$ cat config.mk
export PLATFORM = sky130hd
export DESIGN_NAME = psdsquare
export DESIGN_NICKNAME = d
export VERILOG_FILES = /design/src/rtl/psd_pkg.sv /design/src/rtl/psd_round_half_even.sv /design/src/rtl/psdsquare.sv
export SDC_FILE = /design/constraint.sdc
export NUM_CORES = 1
export LEC_CHECK = 0
export CORE_AREA = 2 2 160 162
export CTS_BUF_LIST = sky130_fd_sc_hd__clkbuf_8
export DETAILED_ROUTE_END_ITERATION = 8
export DIE_AREA = 0 0 162 164
export PLACE_DENSITY = 0.79
export RECOVER_POWER = 25
export SYNTH_ARGS = -nofsm -noshare
export SYNTH_HDL_FRONTEND = slang
export SYNTH_SLANG_ARGS = --single-unit
$ cat constraint.sdc
create_clock -name clock -period 6.85 [get_ports clock]
set_input_delay 0.685 -clock clock [delete_from_list [all_inputs] [get_ports clock]]
set_output_delay 0.685 -clock clock [all_outputs]
set_load 0.005 [all_outputs]
$ cat src/rtl/psd_pkg.sv
// Shared types and constants for the psdsquare squarer and its rounding stage.
package psd_pkg;

    typedef enum logic [1:0] {
        IDLE = 2'd0,
        BUSY = 2'd1,
        DONE = 2'd2
    } state_t;

    localparam int NBITSIN_DEF = 32;
    localparam int RBITS_DEF   = 8;

    // Half-to-even threshold: guard is the top discarded bit (weight one half),
    // sticky is any lower discarded bit; a bare guard is an exact tie.
    function automatic logic round_up(input logic guard, input logic sticky, input logic lsb);
        return guard & (sticky | lsb);
    endfunction

endpackage

$ cat src/rtl/psd_round_half_even.sv
// Combinational round-half-to-even of value / 2^RBITS, result zero-extended to WIDTH bits.
module psd_round_half_even
    import psd_pkg::*;
#(
    parameter int WIDTH = 64,
    parameter int RBITS = RBITS_DEF
) (
    input  logic [WIDTH-1:0] value,
    output logic [WIDTH-1:0] rounded
);

    logic [WIDTH-RBITS-1:0] kept;
    logic                   guard;
    logic                   sticky;
    logic                   up;

    assign kept  = value[WIDTH-1:RBITS];
    assign guard = value[RBITS-1];

    generate
        if (RBITS > 1) begin : g_sticky
            assign sticky = |value[RBITS-2:0];
        end else begin : g_no_sticky
            assign sticky = 1'b0;
        end
    endgenerate

    assign up = round_up(guard, sticky, kept[0]);

    // Upper RBITS bits are zero, so the increment carry always has room.
    assign rounded = {{RBITS{1'b0}}, kept} + {{(WIDTH-1){1'b0}}, up};

endmodule

$ cat src/rtl/psdsquare.sv
// Sequential shift-add squarer: one multiplier bit per clock, start/busy/done handshake.
// Define PSDSQUARE_ROUND_EN to round the product half-to-even by RBITS bits.
module psdsquare
    import psd_pkg::*;
#(
    parameter int NBITSIN = NBITSIN_DEF,
    parameter int RBITS   = RBITS_DEF
) (
    input  logic                   clock,
    input  logic                   reset,
    input  logic                   start,
    input  logic [NBITSIN-1:0]     xin,
    output logic                   busy,
    output logic                   done,
    output logic [2*NBITSIN-1:0]   sq
);

    localparam int PW = 2 * NBITSIN;
    localparam int CW = $clog2(NBITSIN);

    generate
        if (NBITSIN < 2 || NBITSIN > 32 || RBITS < 1 || RBITS > 2*NBITSIN-2) begin : g_param_check
            $error("psdsquare: NBITSIN or RBITS out of range");
        end
    endgenerate

    state_t              state_reg, state_next;
    logic [PW-1:0]       acc_reg, acc_next;
    logic [PW-1:0]       mcand_reg, mcand_next;
    logic [NBITSIN-1:0]  mplier_reg, mplier_next;
    logic [CW-1:0]       cnt_reg, cnt_next;
    logic [PW-1:0]       sq_reg, sq_next;
    logic                busy_reg, busy_next;
    logic                done_reg, done_next;

    logic [PW-1:0]       acc_sum;
    logic [PW-1:0]       sq_final;
    logic                last_iter;
    logic                load;

    assign acc_sum   = mplier_reg[0] ? acc_reg + mcand_reg : acc_reg;
    assign last_iter = (cnt_reg == CW'(NBITSIN - 1));
    // DONE accepts a new start exactly like IDLE, giving back-to-back operation.
    assign load      = start && (state_reg != BUSY);

`ifdef PSDSQUARE_ROUND_EN
    psd_round_half_even #(
        .WIDTH (PW),
        .RBITS (RBITS)
    ) u_round (
        .value   (acc_sum),
        .rounded (sq_final)
    );
`else
    assign sq_final = acc_sum;
`endif

    always_ff @(posedge clock or posedge reset) begin
        if (reset) begin
            state_reg <= IDLE;
        end else begin
            state_reg <= state_next;
        end
    end

    always_comb begin
        state_next = state_reg;
        case (state_reg)
            IDLE:    if (start) state_next = BUSY;
            BUSY:    if (last_iter) state_next = DONE;
            DONE:    state_next = start ? BUSY : IDLE;
            default: state_next = IDLE;
        endcase
    end

    always_comb begin
        busy_next   = (state_next == BUSY);
        done_next   = (state_next == DONE);
        acc_next    = acc_reg;
        mcand_next  = mcand_reg;
        mplier_next = mplier_reg;
        cnt_next    = cnt_reg;
        sq_next     = sq_reg;
        if (load) begin
            acc_next    = '0;
            mcand_next  = {{NBITSIN{1'b0}}, xin};
            mplier_next = xin;
            cnt_next    = '0;
        end else if (state_reg == BUSY) begin
            acc_next    = acc_sum;
            mcand_next  = mcand_reg << 1;
            mplier_next = mplier_reg >> 1;
            cnt_next    = cnt_reg + CW'(1);
            if (last_iter) sq_next = sq_final;
        end
    end

    always_ff @(posedge clock or posedge reset) begin
        if (reset) begin
            acc_reg    <= '0;
            mcand_reg  <= '0;
            mplier_reg <= '0;
            cnt_reg    <= '0;
            sq_reg     <= '0;
            busy_reg   <= 1'b0;
            done_reg   <= 1'b0;
        end else begin
            acc_reg    <= acc_next;
            mcand_reg  <= mcand_next;
            mplier_reg <= mplier_next;
            cnt_reg    <= cnt_next;
            sq_reg     <= sq_next;
            busy_reg   <= busy_next;
            done_reg   <= done_next;
        end
    end

    assign busy = busy_reg;
    assign done = done_reg;
    assign sq   = sq_reg;

endmodule

==> impl_metrics.ini <==
[layout]
layout.cells.non_filler = 1884
drive_gt1_share_pct = 6.05
antennaDiodeCount = 0
stdcell_area_sq_um = 15500
area_growth_pct = 14.4
final_nets = 1630

[global_route]
grt-ovfl-total = 0
gr-usage-all-layers_pct = 26.2
grt_antenna_before_repair = 0
grt_pass1_wl_mm = 56.8
grt_max_degree = 133
grt_pass1_vias = 11081

[status]
status = complete, but fails checks
violations = max-capacitance violations, max-slew violations

[die]
die_width_microns = 162
pin_count = 101
initial_core_util_pct = 54.6
core_sq_um = 24800
die_area_sq_um = 26600
num_rows = 58
fp.dieH_microns = 164

[synthesis]
synth-seq-cells = 233
syn_inst = 1473
postSynthAreaPerCell_sq_um = 9.20
synth_mux_area_share_pct = 8.23
synth_flop_cell = dfrtp_1
async_reset_ff_share_pct = 100
synth_area_leaders = dfrtp_1 43%, mux2i_1 8.0%, nand2_1 7.1%
synth_top_family_by_area = compound AO/OA/AOI/OAI gates
syn_nets = 1574
yosysWarnings = 0
synth_cell_types = 59
syn_area_sq_um = 13500
synth-seq-area-share_pct = 43.0
synth_common_cells = 257 x nand2_1, 233 x dfrtp_1, 172 x o21ai_0, 108 x a21oi_1, 108 x mux2i_1
yosysTopAreaCell = dfrtp_1
post_synth_fa_ha_maj_area_fraction_pct = 6.15
synth_edf_count = 0
synth_top_area_share_pct = 43.0
synth_xor_area_share_pct = 3.94
synth.most_common_cell = nand2_1
synth-compound-area-share_pct = 20.0
yosys.area_share.simple_pct = 15.1

[cts]
htree_levels = 2
worstSkewPairLatency_ns = 0.55
cts_resized = 0
cts_made_buffers = 40
cts_max_path_buffers = 3
cts_hold_buf = 0
cts_root_buf = clkbuf_8
post_cts_buffers = 0
cts_tree = done
clkSinkCount = 233
clkTransAtPathRegs_ns = 0.06

[critical_path]
cp-end-kind = flop
worstSetupPathType = flop to flop
start_kind = flop
critPathArrivalTime_ns = 5.42
worstPathMaxFanout = 42
r2r_cells = 7
critPathRequiredTime_ns = 7.27

[timing]
finClkSkew_ns = 0.0212
max_freq_mhz = 200
finalSetupTns_ns = 0
fin_crit_ns = 5.01
final_hold_viol_count = 0
fin_ws_ns = 1.84
setup_viol = 0
post-route-period-util_pct = 73.1
worstMarginPinSlew_ns = 3.19
grt_setup_unrepaired = false
drv_slew = 43
maxSlewHeadroom_pct = -113

[place]
gp_congestion = 0.924
place_ws_ns = 3.27
dp_cells = 1817
dp_hpwl_mm = 23.6
placed_cell_area_sq_um = 14700
io_buffers = 100

[power_and_ir_drop]
peakVddDrop_uv = 220
finalPower_mw = 7.43
p_per_area_nw_per_um2 = 479
p_leak_nw = 7.26

[detailed_routing]
ant_nets = 0
avgViaCountPerCell = 5.99
drc = 0
vias = 11283
drt_iter0_drc = 787
routed_wl_mm = 34.2
wl_per_cell_microns = 18.2
first_pass_iters = 5

[worst_hold_path]
hold_depth = 2
hp-class = flop to flop

[job]
drv_cap = 1
[worst paths after layout]
kind | start | to | slack [ns]
setup / recovery | state_reg[0]$_DFF_PP0_ | sq[50]$_DFFE_PP0P_ | 1.84
hold / removal | mplier_reg[20]$_DFFE_PP0P_ | mplier_reg[19]$_DFFE_PP0P_ | 0.48
setup reg to reg | state_reg[0]$_DFF_PP0_ | sq[50]$_DFFE_PP0P_ | 1.84
hold reg to reg | mplier_reg[20]$_DFFE_PP0P_ | mplier_reg[19]$_DFFE_PP0P_ | 0.48
max in group asynchronous | reset | mplier_reg[0]$_DFFE_PP0P_ | 4.39
min in group asynchronous | reset | done$_DFF_PP0_ | 0.87
[worst max-delay path, cell delays in order, from the launching register on]
cell and delay [ns]:
dfrtp_1 0.40, nor2b_1 2.37, nand2_4 0.64, inv_1 0.67, buf_4 0.30, nand2_1 0.20
nor2_1 0.22, nor3_1 0.06
[cells by family after synthesis]
family,Yosys count
simple gates,444
compound gates,434
flops,233
buf+inv,124
mux,111
fa+ha+maj,66
xor+xnor,61
[report_power, final]
group	internal, mW	total (mW)	leakage, nW	switching [mW]
combinational	1.56	3.77	3.82	2.21
clock	0.697	1.27	0.441	0.578
sequential	1.94	2.38	3.00	0.444
[stage by stage]
stage	utilization, %	hold WS, ns
after floorplan	-	0.443
after global placement	59.3	0.459
after detailed placement	59.3	0.465
after CTS	62.5	0.478
after global routing	62.5	0.502
final	62.5	0.479
[per-layer routing]
metal | share of wire (%) | global-route usage (%) | up-vias
met1 | 46 | 36.9 | 5480
met4 | 2.6 | 7.76 | 0
met5 | 0 | 0 | -
li1 | - | - | 5354
met3 | 4.9 | 3.56 | 75
met2 | 47 | 42.7 | 374
[cell type report]
class / instances / area, sq um
clock buffers: 47 / 647
clock inverters: 20 / 144
fillers: 2163 / 9320
inverters: 27 / 103
multi-input cells: 1116 / 7270
flip-flops and latches: 233 / 5830
well taps: 330 / 413
repair buffers: 111 / 1090
[layout by cell type, fill, tap and decap left out, types with 7 or more instances in the layout]
cell type | netlist | layout
nand2_1 | 257 | 256
dfrtp_1 | 233 | 232
o21ai_0 | 172 | 172
mux2i_1 | 108 | 108
a21oi_1 | 108 | 107
clkdlybuf4s50_1 | 0 | 98
ha_1 | 65 | 65
nor2_1 | 54 | 53
nand3b_1 | 49 | 49
clkbuf_8 | 0 | 47
a22o_1 | 42 | 42
inv_1 | 27 | 37
xnor2_1 | 34 | 34
xor2_1 | 27 | 27
a21o_1 | 23 | 23
nand4_1 | 19 | 19
nand3_1 | 16 | 16
o21bai_1 | 15 | 15
a31oi_1 | 13 | 13
and3_1 | 11 | 11
buf_4 | 0 | 11
o21ai_1 | 10 | 10
nor3_1 | 10 | 10
o21a_1 | 7 | 7
o31ai_1 | 7 | 7
(Power assumes the default switching activity.)
